==> config.mk <==
export PLATFORM = sky130hd
export DESIGN_NAME = key_encoder
export DESIGN_NICKNAME = d
export VERILOG_FILES = /design/src/rtl/key_encoder.sv
export SDC_FILE = /design/constraint.sdc
export NUM_CORES = 1
export LEC_CHECK = 0
export BUFFER_PORTS_ARGS = -buffer_cell sky130_fd_sc_hd__buf_2
export CORE_MARGIN = 2
export CORE_UTILIZATION = 47
export DETAILED_ROUTE_END_ITERATION = 8
export GPL_TIMING_DRIVEN = 0
export PLACE_DENSITY_LB_ADDON = 0.12
export SLEW_MARGIN = 0
export SYNTH_ARGS = -nofsm -noshare
export SYNTH_HDL_FRONTEND = slang
export SYNTH_SLANG_ARGS = --single-unit
==> constraint.sdc <==
create_clock -name iClk -period 3.18 [get_ports iClk]
set_input_delay 0.159 -clock iClk [delete_from_list [all_inputs] [get_ports iClk]]
set_output_delay 0.159 -clock iClk [all_outputs]
set_load 0.005 [all_outputs]
==> src/rtl/key_encoder.sv <==
// Piano key front end: debounces keys and buttons, tracks the octave and
// encodes the accepted key as {octave, mode, degree} with a latch strobe.
module key_encoder #(
  parameter logic [19:0] DEBOUNCE   = 20'd1000000,
  parameter logic [7:0]  STROBE_LEN = 8'd4,
  parameter logic [2:0]  OCT_INIT   = 3'd4
) (
  input  logic       iClk,
  input  logic       iRst_n,
  input  logic [6:0] iKey,
  input  logic       iSharp,
  input  logic       iOctUp,
  input  logic       iOctDown,
  output logic [7:0] oData,
  output logic       oState,
  output logic       oPressed,
  output logic [2:0] oOctave
);

  localparam int NIN     = 10;
  localparam int I_SHARP = 7;
  localparam int I_UP    = 8;
  localparam int I_DOWN  = 9;

  localparam logic [19:0] DB_RELOAD = DEBOUNCE - 20'd1;
  localparam logic [7:0]  ST_RELOAD = STROBE_LEN - 8'd1;

  localparam logic [1:0] IDLE   = 2'd0;
  localparam logic [1:0] STROBE = 2'd1;
  localparam logic [1:0] HOLD   = 2'd2;

  logic [NIN-1:0] raw;
  logic [NIN-1:0] sync1;
  logic [NIN-1:0] sync2;
  logic [NIN-1:0] deb;
  logic [NIN-1:0] deb_nxt;
  logic [19:0]    db_cnt [NIN];

  logic [6:0] key_rise;
  logic       up_rise;
  logic       down_rise;
  logic [2:0] pick;

  logic [1:0] state;
  logic [7:0] strobe_cnt;
  logic [2:0] sel;

  assign raw = {iOctDown, iOctUp, iSharp, iKey};

  function automatic logic [2:0] lowest(input logic [6:0] v);
    lowest = 3'd0;
    for (int i = 6; i >= 0; i--) begin
      if (v[i]) lowest = 3'(i);
    end
  endfunction

  // Next debounced value, used as the edge reference so an accepted edge
  // acts on the same clock edge that the debouncer commits it.
  always_comb begin
    deb_nxt = deb;
    for (int i = 0; i < NIN; i++) begin
      if ((sync2[i] != deb[i]) && (db_cnt[i] == 20'd0)) deb_nxt[i] = sync2[i];
    end
  end

  assign key_rise  = deb_nxt[6:0] & ~deb[6:0];
  assign up_rise   = deb_nxt[I_UP] & ~deb[I_UP];
  assign down_rise = deb_nxt[I_DOWN] & ~deb[I_DOWN];
  assign pick      = lowest(key_rise);

  always_ff @(posedge iClk or negedge iRst_n) begin
    if (!iRst_n) begin
      sync1 <= '0;
      sync2 <= '0;
      deb   <= '0;
      for (int i = 0; i < NIN; i++) db_cnt[i] <= 20'd0;
    end else begin
      sync1 <= raw;
      sync2 <= sync1;
      deb   <= deb_nxt;
      for (int i = 0; i < NIN; i++) begin
        if ((sync2[i] == deb[i]) || (db_cnt[i] == 20'd0)) db_cnt[i] <= DB_RELOAD;
        else                                              db_cnt[i] <= db_cnt[i] - 20'd1;
      end
    end
  end

  always_ff @(posedge iClk or negedge iRst_n) begin
    if (!iRst_n) begin
      oOctave <= OCT_INIT;
    end else if (up_rise && !down_rise && (oOctave != 3'd7)) begin
      oOctave <= oOctave + 3'd1;
    end else if (down_rise && !up_rise && (oOctave != 3'd0)) begin
      oOctave <= oOctave - 3'd1;
    end
  end

  // Strobe protocol: oData is loaded on the rising edge of oState and held
  // for STROBE_LEN cycles; the consumer latches it on the falling edge.
  always_ff @(posedge iClk or negedge iRst_n) begin
    if (!iRst_n) begin
      state      <= IDLE;
      oData      <= {OCT_INIT, 5'd0};
      oState     <= 1'b0;
      oPressed   <= 1'b0;
      strobe_cnt <= 8'd0;
      sel        <= 3'd0;
    end else begin
      case (state)
        IDLE: begin
          if (|key_rise) begin
            state      <= STROBE;
            sel        <= pick;
            oData      <= {oOctave, (deb_nxt[I_SHARP] ? 2'b01 : 2'b00), pick + 3'd1};
            oState     <= 1'b1;
            oPressed   <= 1'b1;
            strobe_cnt <= ST_RELOAD;
          end
        end
        STROBE: begin
          if (strobe_cnt == 8'd0) begin
            state  <= HOLD;
            oState <= 1'b0;
          end else begin
            strobe_cnt <= strobe_cnt - 8'd1;
          end
        end
        HOLD: begin
          if (!deb_nxt[sel]) begin
            state    <= IDLE;
            oPressed <= 1'b0;
          end
        end
        default: begin
          state    <= IDLE;
          oState   <= 1'b0;
          oPressed <= 1'b0;
        end
      endcase
    end
  end

endmodule
# Word-level counts from Yosys, hierarchy flattened
# Cells that the tools add are included.
dict set report op_classes {
  mul 0
  n_shift 0
  muxes 44
  add_sub_neg 14
  n_bitwise 8
  n_div 0
  n_eq_ne 27
  reduce_logical 47
  magnitude_cmp 1
}
# op n
set ops {}
lappend ops {{20-bit zero test} 10}
lappend ops {{20-bit two-way mux} 10}
lappend ops {{20-bit by 1-bit subtractor with 20-bit output, second input constant} 10}
lappend ops {{3-bit two-way mux} 9}
lappend ops {{8-bit two-way mux} 2}
lappend ops {{8-bit one-hot mux with 2 select lines} 1}
lappend ops {{1-bit two-way mux} 15}
lappend ops {{1-bit logical AND} 14}
lappend ops {{3-bit AND reduction} 4}
lappend ops {{1-bit == test} 10}
lappend ops {{1-bit logical OR} 10}
lappend ops {{1-bit inequality test} 10}
lappend ops {{8-bit zero test} 1}
lappend ops {{2-bit inequality test, second input constant} 4}
lappend ops {{8-bit by 1-bit subtractor with 8-bit output, second input constant} 1}
lappend ops {{7-bit bitwise AND} 1}
lappend ops {{7-bit NOT} 1}
lappend ops {{7-bit OR reduction} 1}
lappend ops {{3-bit by 1-bit adder with 3-bit output, second input constant} 2}
lappend ops {{2-bit two-way mux} 3}
lappend ops {{1-bit one-hot mux with 3 select lines} 2}
lappend ops {{2-bit one-hot mux with 3 select lines} 1}
lappend ops {{3-bit by 5-bit less-than comparator with 1-bit output, second input constant} 1}
lappend ops {{1-bit NOT} 4}
lappend ops {{other kinds (11)} 14}
dict set report word_totals {
  wordCells 161
  latch_bits 0
  inputBits 12
  out_inout_bits 13
  ram_bits 0
  rom_bits 0
  memories 0
  register_bits 256
}

# Logic depth before layout (Yosys ltp)
dict set report logic_depth {
  depth_word 12
  mapped_depth 13
  ltp_nobuf 12
}

# Least setup slack after synthesis
# Ideal clock, no wire load.
dict set report synth_timing {
  path_kind {register to register}
  startpoint {register db_cnt[3] in the netlist's numbering}
  endpoint {register oOctave[1]}
  setup_ns 0.136
  n_path_buf 1
  t_arrival_ns 2.995
  slack_ns 0.049
  path_stages_with_launch 12
  cell_sequence {dfrtp_1 -> or4_4 -> or4_4 -> buf_6 -> nor4_2 -> nor2_2 -> nand2_1 -> fa_1 -> nor3_1 -> nor2_1 -> o22ai_1 -> a211oi_1}
}
dict set report synth_via {
  elab_chain_len 8
  elab_cells_between_ends 11
  cone_classes {2 x mux; 1 x bitwise; 8 x reduce/logical}
}
# element line
set synth_lines {}
lappend synth_lines {{from (decl)} 37} ;# logic [19:0] db_cnt [NIN];
lappend synth_lines {{from (signal, indexed assignment)} 83} ;# else db_cnt[i] <= db_cnt[i] - 20'd1;
lappend synth_lines {{20-bit zero test (*)} 62} ;# if ((sync2[i] != deb[i]) && (db_cnt[i] == 20'd0)) deb_nxt[i] = sync2[i];
lappend synth_lines {{1-bit logical AND (*)} 62}
lappend synth_lines {{1-bit two-way mux (*)} 62}
lappend synth_lines {{1-bit bitwise AND (*)} 68} ;# assign down_rise = deb_nxt[I_DOWN] & ~deb[I_DOWN];
lappend synth_lines {{1-bit zero test} 91} ;# end else if (up_rise && !down_rise && (oOctave != 3'd7)) begin
lappend synth_lines {{1-bit logical AND (2 in a row)} 91}
lappend synth_lines {{3-bit two-way mux / 2-bit nonzero test (equally long branches)} n/a}
lappend synth_lines {{to (signal assigned)} 92} ;# oOctave <= oOctave + 3'd1;
lappend synth_lines {{to (signal assigned)} 94} ;# oOctave <= oOctave - 3'd1;
lappend synth_lines {{to (decl)} 17} ;# output logic [2:0] oOctave
# Every way passes the cells marked *; elsewhere a longest branch is shown, timed or not.
# A chain may end at the register's enable or synchronous reset.

# Worst setup path after layout
# Ends and elaborated chain as after synthesis.

==> results.md <==
* Clock transition at the registers of the reported paths at ~0.060 ns
* F_max at ~330 MHz
* Number of global-route vias before repair at between 8000 and 9000
* Post-synthesis adder-cell area fraction at 0.0164
* Compound-Gate Fraction of Synth Area at 0.0463
* Final Hold Viols at 0
* Clk_skew at 0.0108 ns
* Met1 GRT Util at 0.237
* Ys flop type: dfrtp_1
* Slew headroom at 0.479
* Critical path class: flop to flop
* Syn nets at 1199
* VDD IR max at about 0.39 mV
* Gr busiest metal: met2
* Vias/cell at 5.13
* Crit-path cells: or4_4 -> or4_4 -> nor4_4 -> nor2_4 -> nand2_2 -> fa_2 -> nor2_1 -> nor2_1 -> o22ai_1 -> a211oi_1
* GRT Total Usage at 0.169
* Status: complete, no violations
* Placed Cells at between 1500 and 2000
* CP endpoint kind: flop
* First-pass GRT wire length at about 38000 um
* Synth area leader: dfrtp_1
* Most frequent cell after synthesis: dfrtp_1
* Count of distinct cell types in the synthesized netlist at 71
* Tcrit/Tclk final at 0.967
* Worst Path Required at around 3.6 ns
* Mean Syn Cell Area at approximately 10 um2
* Leak at approximately 5.3 nW
* Fin nets at ~1300
* Inserted Diodes at 0
* Simple-gate area share of the yosys netlist at 0.250
* Worst Tran Pin Value at about 0.77 ns
* Multiplexer area fraction after synthesis at 0.0133
* CTS Root Cell: clkbuf_16
* Post-synth EDFFs at 0
* Slowest cell on the critical path: or4_4
* CTS Buf Count at 29
* DR iter-0 viols at about 420
* Layout cell share with drive strength beyond 1 at 0.124
* Die ar. at between 0.02 and 0.03 mm2
* Final ANT Viol Nets at 0
* Drt first pass iters at 4
* Combinational family with the most area after synthesis: simple AND/OR/NAND/NOR gates
* GR Util met3 at 0.0287
* #FFs+latches synth at roughly 260
* Die W at 163 um
* Xor/xnor share of the synthesized area at 0.115
* Setup TNS Final at 0 ns
* DRC at 0
* Worst-path maximum fanout at 8
* Area contributors post-synth: dfrtp_1 (53%), xnor2_1 (7.7%), nor2_1 (4.6%)
* GR Util met2 at 0.275
* Initial Util at 0.475
* Worst-Skew Late Latency at about 0.53 ns
* DP Worst Slack at -0.512 ns
* Port bufs at 23
* # IOs at 25
* Rows at slightly below 60
* CP peak stage delay at between 0.6 and 0.7 ns
* Max Root-Sink Buffers at 3
* Post-route minimum period at between 3 and 4 ns
* Final hold slack at ~0.23 ns
* CTS tree: built
* Tightest Hold Check Type: primary input to asynchronous set/reset pin
* RePlAce Congestion at around 0.8
* Die height at approximately 160 um
* H-tree Lvls at 1
* WP data arrival at between 3 and 4 ns
* RSZ-0062 raised after global routing: false
* DPL Wire Length at 14100 um
* Grt ovf at 0
* Initial antenna violation count at 0
* Final WS setup at about 0.10 ns
* Ys Warns at 0
* Total number of vias at approximately 8200
* Non-filler instance count after layout at between 1500 and 2000
* Synthesized area at roughly 0.012 mm2
* Final Setup Violations at 0
* Worst path buffer plus inverter count at 0
* Clock Sinks at around 260
* Top cell type's share of synthesized area at 0.533
* Pin count of the biggest net entering global routing at 96
* Sequential element share of the synthesized area at 0.537
* Crit start category: flop
* Async set or reset register ratio after synthesis at 1.00
* Post-synth top cells: dfrtp_1 (253), nor2_1 (147), nand2_1 (144)
* Drt total wl at between 20000 and 25000 um
* Max Cap Viol at 0
* Power Density at ~490 mW/mm2
* Synthesis-to-finish area growth at 15.5%
* Synthesized instance count at between 1000 and 1500
* Final slew viol count at 0
* Core box area at roughly 0.025 mm2
* Routed wire per std cell at between 10 and 15 um
* Crit-path leading delay family: simple AND/OR/NAND/NOR gates
[placed cells by master, fill, tap and decap left out, types with 5 or more instances in the layout]
| master | Yosys | routed |
|---|---|---|
| dfrtp_1 | 253 | 253 |
| nor2_1 | 147 | 147 |
| nand2_1 | 144 | 143 |
| xnor2_1 | 105 | 105 |
| nor3_1 | 64 | 61 |
| xor2_1 | 51 | 51 |
| or3_1 | 42 | 42 |
| nand3_1 | 35 | 34 |
| nor4_1 | 34 | 30 |
| clkbuf_1 | 24 | 29 |
| o21ai_0 | 29 | 29 |
| clkbuf_16 | 0 | 29 |
| inv_1 | 26 | 26 |
| a21oi_1 | 25 | 25 |
| or4_1 | 27 | 23 |
| buf_2 | 1 | 22 |
| nand2b_1 | 18 | 18 |
| ha_1 | 14 | 14 |
| mux2_2 | 12 | 12 |
| buf_4 | 3 | 11 |
| or2_2 | 11 | 11 |
| dlygate4sd3_1 | 0 | 11 |
| or4_4 | 4 | 8 |
| o31ai_1 | 8 | 8 |
| clkinv_2 | 0 | 8 |
| nand4_1 | 6 | 6 |
| nor3b_1 | 8 | 6 |
| clkbuf_8 | 0 | 6 |
| nor3_2 | 2 | 5 |
| nor4b_1 | 6 | 5 |
[path summary, 6_finish.rpt]
path / startpoint / end / slack (ns) / cells after the start
max in group asynchronous: iRst_n / db_cnt[17]$_DFF_PN0_ / 2.02 / 3
min in group iClk: iOctUp / sync1[8]$_DFF_PN0_ / 0.27 / 2
setup reg to reg: db_cnt[3]$_DFF_PN0_ / oOctave[1]$_DFFE_PN0P_ / 0.10 / 10
setup / recovery: db_cnt[3]$_DFF_PN0_ / oOctave[1]$_DFFE_PN0P_ / 0.10 / 10
hold / removal: iRst_n / db_cnt[58]$_DFF_PN0_ / 0.23 / 2
hold reg to reg: sync1[2]$_DFF_PN0_ / sync2[2]$_DFF_PN0_ / 0.35 / 0
[flip-flops by register name, summed over array words and instances (netlist names)]
signal,count
sel,3
oData,7
oState,1
sync2,10
deb,10
state,2
db_cnt,200
strobe_cnt,8
oOctave,3
sync1,10
oPressed,1
[final cells by class]
class                      count  area [um2]
tap                          330         413
inverter                      26        97.6
timing repair buffer          46         369
fill                        2228       11300
sequential                   255        6380
clock inverter                11        86.3
buffer                        31         159
multi-input combinational    859        5390
clock buffer                  40         827
[cells by family (layout without fill, tap and decap cells)]
logic type,after synthesis,in the layout
and+or+nand+nor,584,584
muxes,14,14
buffers and inverters,58,154
DFF,255,255
other,1,1
adders and majority gates,15,15
xor gates and xnor gates,156,156
AOI/OAI and AO/OA,89,89
[worst register-to-register path, stage by stage, from the launching register on]
cell	delay (ns)
dfrtp_1	0.39
or4_4	0.56
or4_4	0.61
nor4_4	0.32
nor2_4	0.06
nand2_2	0.07
fa_2	0.47
nor2_1	0.16
nor2_1	0.08
o22ai_1	0.16
a211oi_1	0.08
[what timing repair did]
| action | CTS | global route |
|---|---|---|
| pin swaps | 5 | 8 |
| hold endpoints to repair | 96 | 0 |
| setup buffers | 5 | 5 |
| gates resized for setup | 9 | 23 |
| setup endpoints to repair | 19 | 15 |
| hold buffers | 11 | 0 |
[per-layer routing]
layer / vias up / wire length [um]
li1: 4161 / -
met2: 91 / 9810
met3: 29 / 835
met5: - / 0
met4: 0 / 391
met1: 3924 / 10500
[per-stage QoR]
step,util,total power [mW],cell area [um2]
global route,0.548,6.99,13700
detailed placement,0.498,3.59,12500
finish,0.548,6.69,13700
CTS,0.543,6.81,13600
floorplan,-,3.47,11900
global placement,0.496,3.58,12400
[report_power, final]
| group | internal (mW) | switching (mW) | leakage [nW] |
|---|---|---|---|
| Clock | 1.89 | 1.28 | 0.457 |
| Combinational | 0.0672 | 0.143 | 1.94 |
| Sequential | 3.29 | 0.0333 | 2.92 |
Power figures use the tool's default switching activity.
